## src/rtl/debounce_pkg.sv

```systemverilog
// Shared types and helpers for the multi-channel debouncer.
// Provides the counter sizing function and the per-channel state record.
package debounce_pkg;

    // Wide enough for any supported filter or hold limit (up to 65535).
    localparam int CNT_W = 16;

    typedef struct packed {
        logic             level;
        logic [CNT_W-1:0] filter_cnt;
        logic [CNT_W-1:0] hold_cnt;
    } channel_state_t;

    // Bits needed to hold values 0..max; never less than one bit.
    function automatic int counter_width(input int max);
        if (max < 1) begin
            return 1;
        end
        return $clog2(max + 1);
    endfunction

endpackage

```

## src/rtl/debounce_multi_if.sv

```systemverilog
// Pin-side and user-side signal bundle of the multi-channel debouncer.
// master: drives sampling_trigger/async_in, observes the conditioned outputs.
// slave:  the debouncer itself.
interface debounce_multi_if #(
    parameter int NUM_CHANNELS = 4
);
    logic                    sampling_trigger;
    logic [NUM_CHANNELS-1:0] async_in;
    logic [NUM_CHANNELS-1:0] level_out;
    logic [NUM_CHANNELS-1:0] press_pulse;
    logic [NUM_CHANNELS-1:0] release_pulse;
    logic [NUM_CHANNELS-1:0] long_press_pulse;
    logic                    tick_out;

    modport master (
        output sampling_trigger,
        output async_in,
        input  level_out,
        input  press_pulse,
        input  release_pulse,
        input  long_press_pulse,
        input  tick_out
    );

    modport slave (
        input  sampling_trigger,
        input  async_in,
        output level_out,
        output press_pulse,
        output release_pulse,
        output long_press_pulse,
        output tick_out
    );
endinterface

```

## src/rtl/debounce_channel.sv

```systemverilog
// One debounced input: synchroniser chain, tick-driven glitch filter,
// hold counter and registered press/release/long-press pulses.
// Ports: clock, reset (sync, active-high), tick, async_in -> level_out,
//        press_pulse, release_pulse, long_press_pulse.
module debounce_channel
    import debounce_pkg::*;
#(
    parameter int SYNCHRONIZE_FF_DEPTH = 2,
    parameter int FILTER_COUNTER_MAX   = 3,
    parameter int LONG_PRESS_SAMPLES   = 500,
    parameter int ACTIVE_LOW           = 0
) (
    input  logic clock,
    input  logic reset,
    input  logic tick,
    input  logic async_in,
    output logic level_out,
    output logic press_pulse,
    output logic release_pulse,
    output logic long_press_pulse
);
    localparam logic AL      = (ACTIVE_LOW != 0);
    localparam logic HOLD_EN = (LONG_PRESS_SAMPLES != 0);
    localparam logic [CNT_W-1:0] FMAX = CNT_W'(FILTER_COUNTER_MAX);
    localparam logic [CNT_W-1:0] HMAX = CNT_W'(LONG_PRESS_SAMPLES);
    localparam logic [CNT_W-1:0] ONE  = CNT_W'(1);

    logic [SYNCHRONIZE_FF_DEPTH-1:0] sync_q;
    logic                            s;
    channel_state_t                  st_q;
    channel_state_t                  st_d;
    logic                            press_d;
    logic                            release_d;
    logic                            long_d;

    // Sync flops rest at the pin's idle level so reset looks "not pressed".
    always_ff @(posedge clock) begin
        if (reset) begin
            sync_q <= {SYNCHRONIZE_FF_DEPTH{AL}};
        end else begin
            sync_q <= {sync_q[SYNCHRONIZE_FF_DEPTH-2:0], async_in};
        end
    end

    assign s = sync_q[SYNCHRONIZE_FF_DEPTH-1] ^ AL;

    always_comb begin
        st_d      = st_q;
        press_d   = 1'b0;
        release_d = 1'b0;
        long_d    = 1'b0;
        if (tick) begin
            if (s != st_q.level) begin
                if (st_q.filter_cnt == FMAX) begin
                    st_d.level      = s;
                    st_d.filter_cnt = '0;
                    press_d         = s;
                    release_d       = ~s;
                end else begin
                    st_d.filter_cnt = st_q.filter_cnt + ONE;
                end
            end else begin
                st_d.filter_cnt = '0;
            end
            // Uses the pre-tick level, so the press tick itself is not counted.
            if (HOLD_EN && st_q.level && (st_q.hold_cnt != HMAX)) begin
                st_d.hold_cnt = st_q.hold_cnt + ONE;
                long_d        = (st_q.hold_cnt == HMAX - ONE);
            end
            if (!st_d.level) begin
                st_d.hold_cnt = '0;
            end
        end
    end

    always_ff @(posedge clock) begin
        if (reset) begin
            st_q             <= '0;
            press_pulse      <= 1'b0;
            release_pulse    <= 1'b0;
            long_press_pulse <= 1'b0;
        end else begin
            st_q             <= st_d;
            press_pulse      <= press_d;
            release_pulse    <= release_d;
            long_press_pulse <= long_d;
        end
    end

    assign level_out = st_q.level;

endmodule

```

## src/rtl/debounce_multi.sv

```systemverilog
// Multi-channel switch conditioner: shared sampling tick plus N channels.
// Ports: clock, reset (sync, active-high), bus (debounce_multi_if.slave).
module debounce_multi
    import debounce_pkg::*;
#(
    parameter int NUM_CHANNELS         = 4,
    parameter int SYNCHRONIZE_FF_DEPTH = 2,
    parameter int FILTER_COUNTER_MAX   = 3,
    parameter int SAMPLE_DIVIDER       = 1000,
    parameter int LONG_PRESS_SAMPLES   = 500,
    parameter int ACTIVE_LOW           = 0
) (
    input  logic             clock,
    input  logic             reset,
    debounce_multi_if.slave  bus
);
    logic                    tick_raw;
    logic                    tick;
    logic [NUM_CHANNELS-1:0] level_v;
    logic [NUM_CHANNELS-1:0] press_v;
    logic [NUM_CHANNELS-1:0] release_v;
    logic [NUM_CHANNELS-1:0] long_v;

    if (SAMPLE_DIVIDER == 0) begin : g_ext_tick
        assign tick_raw = bus.sampling_trigger;
    end else begin : g_int_tick
        localparam int PW = counter_width(SAMPLE_DIVIDER - 1);
        localparam logic [PW-1:0] PLAST = PW'(SAMPLE_DIVIDER - 1);

        logic [PW-1:0] pre_q;
        logic          unused_trigger;

        assign unused_trigger = bus.sampling_trigger;

        always_ff @(posedge clock) begin
            if (reset) begin
                pre_q <= '0;
            end else if (pre_q == PLAST) begin
                pre_q <= '0;
            end else begin
                pre_q <= pre_q + PW'(1);
            end
        end

        assign tick_raw = (pre_q == PLAST);
    end

    // Held low in reset so tick_out reads 0 like every other output.
    assign tick = tick_raw & ~reset;

    for (genvar i = 0; i < NUM_CHANNELS; i++) begin : g_ch
        debounce_channel #(
            .SYNCHRONIZE_FF_DEPTH (SYNCHRONIZE_FF_DEPTH),
            .FILTER_COUNTER_MAX   (FILTER_COUNTER_MAX),
            .LONG_PRESS_SAMPLES   (LONG_PRESS_SAMPLES),
            .ACTIVE_LOW           (ACTIVE_LOW)
        ) u_ch (
            .clock            (clock),
            .reset            (reset),
            .tick             (tick),
            .async_in         (bus.async_in[i]),
            .level_out        (level_v[i]),
            .press_pulse      (press_v[i]),
            .release_pulse    (release_v[i]),
            .long_press_pulse (long_v[i])
        );
    end

    assign bus.level_out        = level_v;
    assign bus.press_pulse      = press_v;
    assign bus.release_pulse    = release_v;
    assign bus.long_press_pulse = long_v;
    assign bus.tick_out         = tick;

endmodule

```

## src/flat_wrapper.sv

```systemverilog
// flat-port wrapper written by rule: the top's interface ports become plain ports
module debounce_multi_flat import debounce_pkg::*;
#(
    parameter int NUM_CHANNELS         = 4,
    parameter int SYNCHRONIZE_FF_DEPTH = 2,
    parameter int FILTER_COUNTER_MAX   = 3,
    parameter int SAMPLE_DIVIDER       = 1000,
    parameter int LONG_PRESS_SAMPLES   = 500,
    parameter int ACTIVE_LOW           = 0
)
  (clock, reset, bus_sampling_trigger, bus_async_in, bus_level_out, bus_press_pulse, bus_release_pulse, bus_long_press_pulse, bus_tick_out);
  debounce_multi_if #(.NUM_CHANNELS(NUM_CHANNELS)) bus_i ();
  input  logic clock;
  input  logic reset;
  input wire logic [$bits(bus_i.sampling_trigger)-1:0] bus_sampling_trigger;
  input wire logic [$bits(bus_i.async_in)-1:0] bus_async_in;
  output wire logic [$bits(bus_i.level_out)-1:0] bus_level_out;
  output wire logic [$bits(bus_i.press_pulse)-1:0] bus_press_pulse;
  output wire logic [$bits(bus_i.release_pulse)-1:0] bus_release_pulse;
  output wire logic [$bits(bus_i.long_press_pulse)-1:0] bus_long_press_pulse;
  output wire logic [$bits(bus_i.tick_out)-1:0] bus_tick_out;
  assign bus_i.sampling_trigger = bus_sampling_trigger;
  assign bus_i.async_in = bus_async_in;
  assign bus_level_out = bus_i.level_out;
  assign bus_press_pulse = bus_i.press_pulse;
  assign bus_release_pulse = bus_i.release_pulse;
  assign bus_long_press_pulse = bus_i.long_press_pulse;
  assign bus_tick_out = bus_i.tick_out;
  debounce_multi #(.NUM_CHANNELS(NUM_CHANNELS), .SYNCHRONIZE_FF_DEPTH(SYNCHRONIZE_FF_DEPTH), .FILTER_COUNTER_MAX(FILTER_COUNTER_MAX), .SAMPLE_DIVIDER(SAMPLE_DIVIDER), .LONG_PRESS_SAMPLES(LONG_PRESS_SAMPLES), .ACTIVE_LOW(ACTIVE_LOW)) u_core (.clock(clock), .reset(reset), .bus(bus_i));
endmodule
```

## config.mk

```make
export PLATFORM = sky130hd
export DESIGN_NAME = debounce_multi_flat
export DESIGN_NICKNAME = d
export VERILOG_FILES = /design/src/rtl/debounce_pkg.sv /design/src/rtl/debounce_multi_if.sv /design/src/rtl/debounce_channel.sv /design/src/rtl/debounce_multi.sv /design/src/flat_wrapper.sv
export SDC_FILE = /design/constraint.sdc
export NUM_CORES = 1
export LEC_CHECK = 0
export ABC_AREA = 1
export ABC_CLOCK_PERIOD_IN_PS = 1830
export BUFFER_PORTS_ARGS = -buffer_cell sky130_fd_sc_hd__clkbuf_2
export CORE_MARGIN = 2
export CORE_UTILIZATION = 57
export CTS_BUF_LIST = sky130_fd_sc_hd__clkbuf_8
export CTS_CLUSTER_DIAMETER = 120
export DETAILED_ROUTE_END_ITERATION = 10
export GPL_TIMING_DRIVEN = 1
export PLACE_DENSITY = 0.77
export SYNTH_ARGS = -nofsm -noshare
export SYNTH_HDL_FRONTEND = slang
export SYNTH_SLANG_ARGS = --single-unit
```

## constraint.sdc

```tcl
create_clock -name clock -period 1.83 [get_ports clock]
set_clock_uncertainty 0.1 [all_clocks]
set_input_delay 0.366 -clock clock [delete_from_list [all_inputs] [get_ports clock]]
set_output_delay 0.366 -clock clock [all_outputs]
set_load 0.005 [all_outputs]
```

==> flow_summary.json, run 1 <==
{
  "post-route-period-util_pct": 102,
  "hp-class": "in -> reg",
  "die_area_mm2": 0.0176,
  "worstSetupPathType": "reg -> out",
  "timing.rr.end": "u_core.g_ch[0].u_ch.st_q[7]$_SDFFE_PP0P_",
  "gp_congestion": 0.916,
  "final_util_pct": 70.2,
  "min_period_ns": 1.87,
  "pwr-share-comb_pct": 2.0,
  "std_cell_rows": 46,
  "p_clk_share_pct": 47.6,
  "dp.final_hpwl_um": 16300,
  "crit_fanout": 3,
  "synth_top_area_share_pct": 34.4,
  "ys_ff_latch": 162,
  "ant_nets": 0,
  "ctsRootBufferMaster": "clkbuf_8",
  "synthArstFlopShare_pct": 0,
  "timing.rr.start": "u_core.g_int_tick.pre_q[0]$_SDFF_PP0_",
  "synth_area_per_cell_um2": 6.45,
  "tightest_slew_ns": 0.435,
  "timing.fmax_ghz": 0.536,
  "cp-endpoint": "bus_tick_out",
  "drc": 0,
  "worst_slack_ns": -0.0370,
  "initial_core_util_pct": 58.9,
  "nNetsFinal": 1586,
  "synth_top_area_cell": "dfxtp_1",
  "synth_fp_nets": 1480,
  "cp-start-kind": "flop",
  "finalMaxSlewViolations": 0,
  "drt_pass1_iterations": 7,
  "grtUsageTotal_pct": 26.7,
  "io_buffers": 22,
  "die_x_um": 133,
  "setup_violations": 8,
  "grt_first_pass_wirelength_um": 39500,
  "cts_buffers": 17,
  "synth_cells": 1460,
  "final_cell_area_mm2": 0.0112,
  "path_clk_slew_ns": 0.08,
  "cts_sinks": 162,
  "cts.path.max_buffers": 2,
  "place_ws_ns": -0.0618,
  "diodes": 0,
  "power.density_mw_per_mm2": 627,
  "vias": 9593,
  "ys_seq_area_share_pct": 34.4,
  "reg2regPathDepth": 8,
  "worstSetupStartpoint": "u_core.g_int_tick.pre_q[0]$_SDFF_PP0_",
  "rsz0062_at_grt": "yes",
  "wirelength_um": 23700,
  "intPower_uw": 5550,
  "grt.overflow.total": 0,
  "grt_pass1_vias": 8829,
  "vias_per_cell": 5.34,
  "power.switching_uw": 1490,
  "avgRoutedWirePerCell_um": 13.2,
  "clk_latency_ns": 0.47,
  "cts_tree": "done",
  "die_h_um": 133,
  "synth_edf_count": 0,
  "violations": "setup timing",
  "maxSlewHeadroom_pct": 70.8,
  "run_status": "finished with violations",
  "layout-drive-gt1-share_pct": 17.2,
  "yosys_warnings": 0,
  "cp-end-kind": "output pin",
  "p_seq_share_pct": 50.3,
  "io_pins": 24,
  "synthDistinctLibCells": 45,
  "synth_ff_type": "dfxtp_1",
  "r2r_setup_slack_ns": -0.03,
  "h-tree-depth": 4,
  "p_leak_uw": 0.00472,
  "drt-initial-drc-count": 683,
  "synth.cell_area_mm2": 0.00942,
  "p_sw_share_pct": 21.2,
  "ir_drop_mv": 0.739,
  "maxCapViolCount": 0,
  "arrival_ns": 1.40,
  "placed_cell_area_mm2": 0.0102,
  "hold_violations": 0,
  "core_area_mm2": 0.0160,
  "totalPowerFinal_uw": 7050,
  "hold_ws_ns": 0.0189,
  "grt_start_max_net_pins": 31,
  "yosys-top-cells-area": "dfxtp_1 (34%), nand2_1 (14%), nor2_1 (8.5%)",
  "worst_ep_required_time_ns": 1.36,
  "syn2layout_area_growth_pct": 19.2,
  "min_from": "bus_async_in[3]",
  "antenna_found_initial": 0
}
==> worst max-delay path, cell delays in order, from the launching register on <==
cell     delay (ns)
dfxtp_2        0.36
ha_4           0.16
nand2_4        0.06
inv_4          0.07
nand4_4        0.10
inv_4          0.09
buf_6          0.09
==> routing by layer <==
metal | up-vias | part of all wire [%] | track usage [%]
met1 | 4344 | 45 | 33.9
met3 | 46 | 5.2 | 4.56
met4 | 0 | 2.3 | 8.84
li1 | 4937 | - | -
met2 | 266 | 47 | 46.1
met5 | - | 0 | 0
==> power by group through the flow <==
stage	logic [µW]	clock network [µW]	registers, µW
final	142	3360	3550
after global routing	157	3540	3550
after CTS	133	3380	3550
after detailed placement	127	0	3630
after global placement	124	0	3630
after floorplan	78.1	0	3620
==> synthesized netlist by cell type (8+ instances only) <==
cell type  count
nor3_1        27
xnor2_1        8
a21oi_1       55
buf_4         19
o21ai_0       57
nand3_1      130
nand2_2        9
o22ai_1       21
inv_1        187
clkbuf_1       8
nand4_1       65
nand2_1      360
nor2_1       213
dfxtp_1      162
xor2_1        33
ha_1          13
buf_2         13
nor2_2         8
o21ai_1        9
==> cells by family (layout without fill, tap and decap cells) <==
| kind of cell | count (synthesis) | in the layout | share of synthesized area, % |
|---|---|---|---|
| adder cells (fa/ha/maj) | 13 | 13 | 1.73 |
| flip-flops | 162 | 162 | 34.4 |
| AO/OA/AOI/OAI | 161 | 161 | 9.36 |
| buffers and inverters | 238 | 354 | 10.8 |
| AND/OR/NAND/NOR | 845 | 848 | 39.9 |
| XOR/XNOR | 41 | 41 | 3.81 |
==> cell type report <==
class	instances	area [µm²]
clock buffers	19	262
clock inverters	13	254
fillers	1406	4770
inverters	190	724
multi-input cells	1063	5420
flip-flops and latches	162	3260
well taps	216	270
repair buffers	132	1040
==> timing repair <==
action	4_1_cts	5_1_grt
pin swaps	4	14
buffers inserted	4	14
gates resized for setup	17	79
hold buffers	1	0
endpoints found under the setup margin	38	117
gates cloned	0	4
hold endpoints to repair	1	0
==> flip-flops by register name, summed over array words and instances, names as in the netlist <==
name,count
u_core.g_ch.u_ch.long_press_pulse,4
u_core.g_ch.u_ch.st_q,128
u_core.g_ch.u_ch.sync_q,8
u_core.g_ch.u_ch.release_pulse,4
u_core.g_ch.u_ch.level_out,4
u_core.g_ch.u_ch.press_pulse,4
u_core.g_int_tick.pre_q,10
==> through the flow <==
stage,instances,setup TNS (ns)
2_1_floorplan,1460,0
3_3_place_gp,1740,-0.00844
3_5_place_dp,1740,-0.531
4_1_cts,1777,-0.0884
5_1_grt,1795,-2.64
6_report,1795,-0.130
==> cell usage in the layout, fill, tap and decap left out, types with 8 or more instances in the layout <==
| cell type | instances |
|---|---|
| nor2_2 | 16 |
| o22ai_1 | 21 |
| nand3_1 | 128 |
| nand2_1 | 343 |
| nor2_4 | 10 |
| nand4_1 | 65 |
| clkbuf_8 | 19 |
| dfxtp_1 | 147 |
| clkbuf_2 | 21 |
| o21ai_0 | 55 |
| nor3_1 | 27 |
| a21oi_1 | 54 |
| nor2_1 | 200 |
| xor2_1 | 33 |
| xnor2_1 | 8 |
| dfxtp_2 | 15 |
| nand2_4 | 8 |
| buf_4 | 99 |
| inv_1 | 181 |
| nand2_2 | 22 |
==> how the worst min path moves through the flow <==
stage                                                          end  cells past startpoint
after CTS                 u_core.g_ch[3].u_ch.sync_q[0]$_SDFF_PP0_                      3
after global placement    u_core.g_ch[0].u_ch.sync_q[1]$_SDFF_PP0_                      2
after floorplan           u_core.g_ch[0].u_ch.sync_q[1]$_SDFF_PP0_                      2
after detailed placement  u_core.g_ch[1].u_ch.sync_q[1]$_SDFF_PP0_                      2
final                     u_core.g_ch[3].u_ch.sync_q[0]$_SDFF_PP0_                      3
after global routing      u_core.g_ch[3].u_ch.sync_q[0]$_SDFF_PP0_                      3
Note: power is estimated with default switching activity, not from simulation.
==> run 2: changes to the inputs <==
CORE_UTILIZATION = 55   (was 57)
PLACE_DENSITY = 0.75   (was 0.77)
==> run 2 against run 1 <==
Against the previous run: the run still ends with setup timing left; sequential power about the same; first-iteration DRC count increased by 13%; via count is 1.1% higher; non-clock buffer count down 1; sequential cell count did not move; largest power group unchanged; design area is 0.12% higher; power shrank 6.6%; hold slack gained 0.12 ns.
==> flow_summary.json, run 2 (synthesized netlist as in run 1, its figures left out) <==
{
  "nNetsFinal": 1584,
  "cp-end-kind": "output pin",
  "final_cell_area_mm2": 0.0112,
  "grtUsageTotal_pct": 26.0,
  "min_from": "reset",
  "maxCapViolCount": 0,
  "run_status": "finished with violations",
  "hold_violations": 0,
  "rsz0062_at_grt": "yes",
  "initial_core_util_pct": 56.6,
  "clk_latency_ns": 0.48,
  "vias_per_cell": 5.40,
  "p_leak_uw": 0.00469,
  "grt_first_pass_wirelength_um": 38900,
  "crit_fanout": 3,
  "worstSetupStartpoint": "u_core.g_int_tick.pre_q[1]$_SDFF_PP0_",
  "cts_buffers": 17,
  "multi_input_area_mm2": 0.00544,
  "antenna_found_initial": 0,
  "maxSlewHeadroom_pct": 72.2,
  "h-tree-depth": 4,
  "largest_register_ffs": 128,
  "timing.critical_path.mode_cell": "inv_4",
  "path_clk_slew_ns": 0.10,
  "hold_ws_ns": 0.140,
  "die_x_um": 135,
  "cts_tree": "done",
  "place_ws_ns": -0.0251,
  "seq_area_mm2": 0.00327,
  "cp-start-kind": "flop",
  "grt.overflow.total": 0,
  "final_common_cell": "nand2_1",
  "path_cells": "ha_4 > nand2_4 > inv_4 > nand4_4 > inv_4 > buf_6",
  "drt-initial-drc-count": 772,
  "worst_ep_required_time_ns": 1.36,
  "core_area_mm2": 0.0166,
  "setup-tns-final_ns": -0.0441,
  "grt_start_max_net_pins": 34,
  "finalMaxSlewViolations": 0,
  "fill_cells": 1419,
  "diodes": 0,
  "hp-class": "in -> reg",
  "std_cell_rows": 47,
  "io_buffers": 22,
  "min_period_ns": 1.87,
  "avgRoutedWirePerCell_um": 13.3,
  "ctsRootBufferMaster": "clkbuf_8",
  "drc": 0,
  "die_area_mm2": 0.0182,
  "cts_sinks": 162,
  "drt_pass1_iterations": 6,
  "power.density_mw_per_mm2": 586,
  "wirelength_um": 24000,
  "top_regs": "u_core.g_ch.u_ch.st_q (128), u_core.g_int_tick.pre_q (10), u_core.g_ch.u_ch.sync_q (8)",
  "gp_congestion": 0.901,
  "syn2layout_area_growth_pct": 19.4,
  "tightest_slew_ns": 0.413,
  "layout-drive-gt1-share_pct": 17.1,
  "grt_pass1_vias": 8726,
  "dp.final_hpwl_um": 16300,
  "worst_slack_ns": -0.0441,
  "timing.rr.start": "u_core.g_int_tick.pre_q[1]$_SDFF_PP0_",
  "setup_violations": 1,
  "arrival_ns": 1.41,
  "placed_cell_area_mm2": 0.0102,
  "post-route-period-util_pct": 102,
  "worstSetupPathType": "reg -> out",
  "timing.fmax_ghz": 0.534,
  "ant_nets": 0,
  "violations": "setup timing",
  "ir_drop_mv": 0.483,
  "io_pins": 24,
  "final_cell_mix": "nand2_1 (342), nor2_1 (201), inv_1 (182)",
  "cts.path.max_buffers": 2,
  "regMostFlops": "u_core.g_ch.u_ch.st_q",
  "cp_slowest_stage_delay_ns": 0.36,
  "vias": 9697,
  "die_h_um": 135,
  "cpMaxStageDelayCell": "dfxtp_2"
}
[run 2: cell types whose count changed in the layout (fill, tap and decap cells not counted), moves of 4 or more]
| cell | change |
|---|---|
| bufinv_16 | -4 |
| dfxtp_2 | +4 |
| inv_6 | +4 |
| buf_4 | -7 |
| dfxtp_1 | -4 |
[run 2: worst paths after layout]
| check | endpoint | depth (start not counted) | slack, ns |
|---|---|---|---|
| max | bus_tick_out | 6 | -0.04 |
| min reg2reg | u_core.g_ch[1].u_ch.sync_q[1]$_SDFF_PP0_ | 2 | 0.31 |
| max reg2reg | u_core.g_ch[1].u_ch.st_q[10]$_SDFFE_PP0P_ | 11 | 0.04 |
| min | u_core.g_ch[0].u_ch.st_q[16]$_SDFFE_PP0P_ | 4 | 0.14 |
[run 2: stage by stage]
step | power [µW] | utilization (%) | cells
global placement | 3750 | 61.3 | 1738
global route | 6790 | 67.6 | 1797
detailed placement | 3760 | 61.3 | 1738
floorplan | 3700 | - | 1460
finish | 6580 | 67.6 | 1797
CTS | 6630 | 64.8 | 1782
[run 2: power breakdown]
| group | total (µW) | switching (µW) | internal, µW | leakage [µW] |
|---|---|---|---|---|
| registers | 3550 | 11.2 | 3540 | 0.00132 |
| clock network | 2890 | 1500 | 1390 | 0.000204 |
| logic | 145 | 98.6 | 46.1 | 0.00317 |
| total | 6580 | 1610 | 4970 | 0.00469 |
[run 2: timing repair]
item	in CTS	in global routing
pin swaps	4	14
hold buffers	4	0
cloned	0	6
hold endpoints to repair	4	0
setup endpoints to repair	18	115
gates resized for setup	27	74
buffers inserted	8	10
[run 2: critical path, delay by kind of cell, from the launching register on]
family | cells | cell delay (ns)
adders and majority gates | 1 | 0.15
buffers and inverters | 3 | 0.25
DFF | 1 | 0.36
and+or+nand+nor | 2 | 0.16
[run 2: final cells by class]
| class | count | share of cell area [%] |
|---|---|---|
| Multi-Input combinational cell | 1062 | 48.4 |
| Sequential cell | 162 | 29.1 |
| Tap cell | 220 | 2.45 |
| Clock inverter | 15 | 1.74 |
| Clock buffer | 17 | 2.08 |
| Inverter | 190 | 6.42 |
| Timing Repair Buffer | 131 | 9.90 |
[run 2: routing by layer]
metal / vias up / routed length, µm / GRT usage (%)
li1: 4956 / - / -
met1: 4456 / 10800 / 32.3
met2: 241 / 11700 / 45.8
met3: 44 / 1010 / 4.62
met4: 0 / 451 / 8.60
met5: - / 0 / 0
